--- src/rtl/pc_circuitry_pkg.sv ---
// Shared definitions for the PC next-address logic: Jump encodings and default widths.
package pc_circuitry_pkg;

    localparam int unsigned DATA_W_DEF = 16;
    localparam int unsigned OFF_W_DEF  = 11;

    typedef enum logic [1:0] {
        JMP_SEQ = 2'b00,
        JMP_REL = 2'b01,
        JMP_RM  = 2'b10,
        JMP_RD  = 2'b11
    } jump_e;

endpackage

--- src/rtl/pc_target_adder.sv ---
// Computes PC+1 and the PC-relative target; with PC_WRAP_FLAG_EN it also reports
// whether either sum left the 0..2^DATA_W-1 range.
module pc_target_adder #(
    parameter int unsigned DATA_W = 16,
    parameter int unsigned OFF_W  = 11
) (
    input  logic [DATA_W-1:0] pc_i,
    input  logic [OFF_W-1:0]  ins_i,
    output logic [DATA_W-1:0] inc_o,
    output logic [DATA_W-1:0] tgt_o
`ifdef PC_WRAP_FLAG_EN
    ,
    output logic              inc_wrap_o,
    output logic              tgt_wrap_o
`endif
);

    logic signed [OFF_W-1:0] ins_s;
    assign ins_s = ins_i;

`ifdef PC_WRAP_FLAG_EN
    // Two guard bits hold the true signed sum so both overflow and underflow are visible.
    logic [DATA_W:0]   inc_ext;
    logic [DATA_W+1:0] tgt_ext;
    logic [DATA_W+1:0] off_ext;

    assign off_ext    = (DATA_W+2)'(ins_s);
    assign inc_ext    = {1'b0, pc_i} + (DATA_W+1)'(1);
    assign tgt_ext    = {1'b0, inc_ext} + off_ext;
    assign inc_o      = inc_ext[DATA_W-1:0];
    assign tgt_o      = tgt_ext[DATA_W-1:0];
    assign inc_wrap_o = inc_ext[DATA_W];
    assign tgt_wrap_o = |tgt_ext[DATA_W+1:DATA_W];
`else
    logic [DATA_W-1:0] off;

    assign off   = DATA_W'(ins_s);
    assign inc_o = pc_i + DATA_W'(1);
    assign tgt_o = inc_o + off;
`endif

endmodule

--- src/rtl/pc_circuitry.sv ---
// Next-PC select mux plus the registered PC+1 link value. Optional output pc_wrap is
// enabled by defining PC_WRAP_FLAG_EN.
module pc_circuitry
    import pc_circuitry_pkg::*;
#(
    parameter int unsigned DATA_W = DATA_W_DEF,
    parameter int unsigned OFF_W  = OFF_W_DEF
) (
    input  logic              clk,
    input  logic              rst,
    input  logic [1:0]        Jump,
    input  logic              Branch,
    input  logic [DATA_W-1:0] PC,
    input  logic [OFF_W-1:0]  Ins,
    input  logic [DATA_W-1:0] Rm,
    input  logic [DATA_W-1:0] Rd,
    output logic [DATA_W-1:0] nextPC,
    output logic [DATA_W-1:0] PCplus1_mul
`ifdef PC_WRAP_FLAG_EN
    ,
    output logic              pc_wrap
`endif
);

    logic [DATA_W-1:0] inc;
    logic [DATA_W-1:0] tgt;
    logic [DATA_W-1:0] pc_plus1_d;
    logic [DATA_W-1:0] pc_plus1_q;
`ifdef PC_WRAP_FLAG_EN
    logic              inc_wrap;
    logic              tgt_wrap;
`endif

    pc_target_adder #(
        .DATA_W (DATA_W),
        .OFF_W  (OFF_W)
    ) u_adder (
        .pc_i       (PC),
        .ins_i      (Ins),
        .inc_o      (inc),
        .tgt_o      (tgt)
`ifdef PC_WRAP_FLAG_EN
        ,
        .inc_wrap_o (inc_wrap),
        .tgt_wrap_o (tgt_wrap)
`endif
    );

    // Branch is only consulted for the sequential encoding.
    always_comb begin
        nextPC = inc;
        case (Jump)
            JMP_SEQ: nextPC = Branch ? tgt : inc;
            JMP_REL: nextPC = tgt;
            JMP_RM:  nextPC = Rm;
            JMP_RD:  nextPC = Rd;
            default: nextPC = inc;
        endcase
    end

`ifdef PC_WRAP_FLAG_EN
    always_comb begin
        pc_wrap = 1'b0;
        case (Jump)
            JMP_SEQ: pc_wrap = Branch ? tgt_wrap : inc_wrap;
            JMP_REL: pc_wrap = tgt_wrap;
            default: pc_wrap = 1'b0;
        endcase
    end
`endif

    assign pc_plus1_d = inc;

    always_ff @(posedge clk or posedge rst) begin
        if (rst) begin
            pc_plus1_q <= '0;
        end else begin
            pc_plus1_q <= pc_plus1_d;
        end
    end

    assign PCplus1_mul = pc_plus1_q;

endmodule

--- config.mk ---
export PLATFORM = sky130hd
export DESIGN_NAME = pc_circuitry
export DESIGN_NICKNAME = d
export VERILOG_FILES = /design/src/rtl/pc_circuitry_pkg.sv /design/src/rtl/pc_target_adder.sv /design/src/rtl/pc_circuitry.sv
export SDC_FILE = /design/constraint.sdc
export NUM_CORES = 1
export LEC_CHECK = 0
export CORE_MARGIN = 1.5
export CORE_UTILIZATION = 30
export CTS_CLUSTER_DIAMETER = 100
export DETAILED_ROUTE_END_ITERATION = 10
export GPL_ROUTABILITY_DRIVEN = 0
export GPL_TIMING_DRIVEN = 1
export PLACE_DENSITY = 0.68
export SLEW_MARGIN = 20
export SYNTH_ARGS = -nofsm -noshare
export SYNTH_HDL_FRONTEND = slang
export SYNTH_HIERARCHICAL = 1
export SYNTH_SLANG_ARGS = --single-unit
export TNS_END_PERCENT = 5
--- constraint.sdc ---
create_clock -name clk -period 10.6 [get_ports clk]
set_input_delay 2.12 -clock clk [delete_from_list [all_inputs] [get_ports clk]]
set_output_delay 2.12 -clock clk [all_outputs]
set_load 0.01 [all_outputs]
# Yosys cells after proc, flatten, opt, wreduce, memory -nomap -nowiden
# Cells that the tools add are included.
# classes
n_eq_ne	3
addsub	2
reduce_logical	1
mux	2
# ops
op	count
$pmux W16 S4	1
$add A16 B1 Y16 const B	1
$add A16 B16 Y16	1
$mux W16	1
$eq A2 B2 Y1 const B	2
$eq A2 B1 Y1 const B	1
$logic_not A2 Y1	1
# totals
input_bits	64
word_cells	9
reg_bits	16
output_inout_bits	32

# Depth between registers and ports, before layout
# logic_depth
word_depth	4
mapped_depth	13
depth_no_buf	13

# Modules after synthesis
# Netlist, hierarchy kept.
# by_module_without_submodules
mod	seq_area_each_um2	cells_each	n_inst	area_each_um2
pc_target_adder	0.0	147	1	1092.3
pc_circuitry	400.4	55	1	1034.7

# Least setup slack after synthesis
# OpenSTA, ideal clock, no wires.
# synth_path
path_type	input port to output port
from	input port PC[0]
to	output port nextPC[15]
path_buffers	0
path_slack_ns	3.623
arrival_time_ns	4.857
t_required_ns	8.480
path_stages	13
path_cell_list	ha_1 > nand2_1 > or3_1 > nor2_1 > xor2_1 > ha_1 > a21oi_1 > o21ai_0 > nand3b_1 > o21ai_2 > xnor2_1 > mux2_2 > mux4_2
# synth_via
elab_chain_cells	4
# synth_lines
element	line	text
start: declaration	pc_circuitry.sv:13	input logic [DATA_W-1:0] PC,
$add A16 B1 Y16 *	pc_target_adder.sv:38	assign inc_o = pc_i + DATA_W'(1);
via inc[12]	pc_circuitry.sv:25	logic [DATA_W-1:0] inc;
$add A16 B16 Y16 *	pc_target_adder.sv:39	assign tgt_o = inc_o + off;
via tgt[15]	pc_circuitry.sv:26	logic [DATA_W-1:0] tgt;
$mux W16	pc_circuitry.sv:53	JMP_SEQ: nextPC = Branch ? tgt : inc;
$pmux W16 S4 *	pc_circuitry.sv:52	case (Jump)
end: declaration	pc_circuitry.sv:17	output logic [DATA_W-1:0] nextPC,
# Mark *: on every way through the listed nets, which the timed path passes. The rest lies on a longest branch.

# Worst setup path after layout
# Ends and elaborated chain as after synthesis.

==> metrics.yaml <==
root_buffer: "clkbuf_8"
synth_area_leaders: "dfrtp_1, mux4_2, ha_1"
critPathRequiredTime_ps: 8480
vias_per_cell: 4.990
clk_pin_slew_worst_paths_ps: 60
drive_above_1_share_pct: 15.59
setup-tns-final_ps: 0
dr.pass1.iters: 4
h-tree-depth: 1
crit_type: "input pin to output port"
nFillCells: 674
cp_max_fo: 4
relSlewSlack_pct: 30.29
internal_power_uw: 195.7
ys_top_cells_by_count: "ha_1, xnor2_1, dfrtp_1, mux4_2, nand3_1"
track_usage_pct: 16.02
cts_made_buffers: 3
endpoint_kind: "output port"
synth_nets: 286
met2_length_um: 2822
hold_path.class: "input pin to asynchronous set/reset pin"
worstMarginPinSlew_ps: 1042
synth_edf_count: 0
cap_violations: 0
start_util_pct: 31.14
overflow: 0
dieArea_um2: 7604
drt-total-wl_um: 6030
fp.coreArea_um2: 6832
max_freq_ghz: 0.1202
final.period_utilization_pct: 78.51
rsz0062_at_grt: "no"
remaining_drc_errors: 0
placed_area_um2: 3153
avgSynthCellArea_um2: 10.53
power.switching_uw: 94.39
multi_input_area_um2: 1640
dieHeight_um: 87.20
setup_viol: 0
p_clk_share_pct: 15.7
synth.top_cell.area_share_pct: 18.82
io_buffers: 95
power.density_nw_per_um2: 90.80
leakage_uw: 0.001254
die_w_um: 87.20
ys_types: 43
cts_tree: "done"
synth_seq_cells: 16
drtIter0Drc: 94
antenna_found_initial: 0
rows: 30
synth_top_area_cell: "dfrtp_1"
finalInstanceArea_um2: 3194
ios: 96
path_buf_inv: 2
ys_seq_area_share_pct: 18.82
grt_pass1_vias: 1906
seq_area_um2: 400.4
clock_sinks: 16
grt_pass1_wl_um: 9390
synth_area_um2: 2127
dp_hpwl_um: 4962
share_comb_of_total_power_pct: 61.4
startpoint_type: "input pin"
wl_per_cell_um: 15.42
hold_viol: 0
grt_max_degree: 17
synth_most_common_cell: "ha_1"
cp_cell_sequence: "clkdlybuf4s50_1 -> ha_1 -> nand2_1 -> or3_1 -> nor2_1 -> xor2_1 -> ha_1 -> a21oi_1 -> o21ai_0 -> nand3b_1 -> o21ai_2 -> xnor2_1 -> mux2_2 -> mux4_2 -> clkdlybuf4s50_1"
post_cts_buffers: 0
top_layer_used: "met4"
route.met3.wl_um: 436
num_antenna_cells: 0
synth_flop_cell: "dfrtp_1"
slew_viol_final: 0
cts_resized: 0
p_sw_share_pct: 32.54
crit_path_start: "PC[0]"
p_total_uw: 290.1
drt-met1-wl_um: 2734
ant_nets: 0
cts_buffer_depth: 2
status: "finished, final reports clean"
crit_path_max_incr_delay_ps: 520
netlist_instances: 202
holdBufCountCts: 0
cp_slowest_cell: "clkdlybuf4s50_1"
p_seq_share_pct: 22.8
via_count: 1951
syn_to_final_growth_pct: 50.18
period_minus_slack_ps: 8322
peakVddDrop_v: 0.00004023
yosys_warnings: 6
synthArstFlopShare_pct: 100.0
nets: 381
final_util_pct: 46.76
worstPathArrival_ps: 6200
largest_register_ffs: 16
critical-path-top-delay-family: "buffers and inverters"
==> cell usage in the layout (no fill, tap or decap), drive strengths merged, types with 5 or more instances in the layout <==
| cell type | count |
|---|---|
| mux2 | 17 |
| a21oi | 13 |
| inv | 9 |
| ha | 19 |
| clkdlybuf4s50 | 95 |
| mux4 | 16 |
| dfrtp | 16 |
| o21ai | 10 |
| xnor2 | 18 |
| nand2b | 5 |
| nand3 | 11 |
| o21a | 5 |
| xor2 | 9 |
| nand2 | 10 |
| nor2 | 9 |
==> per-stage QoR <==
stage	hold WS [ps]	std cells	setup WS (ps)
2_1_floorplan	2034	202	3623
3_3_place_gp	2557	388	2343
3_5_place_dp	2570	388	2264
4_1_cts	2293	391	2234
5_1_grt	2313	391	1982
6_report	2250	391	2278
==> worst max-delay path by stage <==
stage | endpoint | slack [ps] | depth (start not counted)
after floorplan | nextPC[15] | 3620 | 13
after global placement | nextPC[15] | 2340 | 15
after detailed placement | nextPC[15] | 2260 | 15
after CTS | nextPC[15] | 2230 | 15
after global routing | nextPC[15] | 1980 | 15
final | nextPC[15] | 2280 | 15
==> area by class of cell <==
class	count	share of cell area, %
Tap cell	96	3.760
Inverter	9	1.058
Sequential cell	16	12.53
Timing Repair Buffer	96	30.00
Multi-Input combinational cell	171	51.35
Clock buffer	3	1.293
==> per-layer routing <==
| metal | vias to the layer above | track usage [%] |
|---|---|---|
| met5 | - | 0 |
| met2 | 83 | 27.06 |
| met3 | 2 | 3.223 |
| met4 | 0 | 2.597 |
| li1 | 953 | - |
| met1 | 913 | 21.55 |
==> cells by family (layout without fill, tap and decap cells) <==
group	count (synthesis)	after routing	synth area share [%]
and+or+nand+nor	49	49	12.12
AOI/OAI and AO/OA	42	42	14.06
muxes	33	33	27.71
xor gates and xnor gates	27	27	11.12
adders and majority gates	20	20	12.12
DFF	16	16	18.82
buffers and inverters	15	108	4.059
==> power by group through the flow <==
stage	Combinational (uW)	Sequential (uW)	Clock [uW]
2_1_floorplan	105	69.2	0
3_3_place_gp	176	67.3	0
3_5_place_dp	178	67.3	0
4_1_cts	179	66.3	47.4
5_1_grt	193	66.5	50.2
6_report	178	66.2	45.6
No activity file was read; power rests on OpenSTA's default activity.
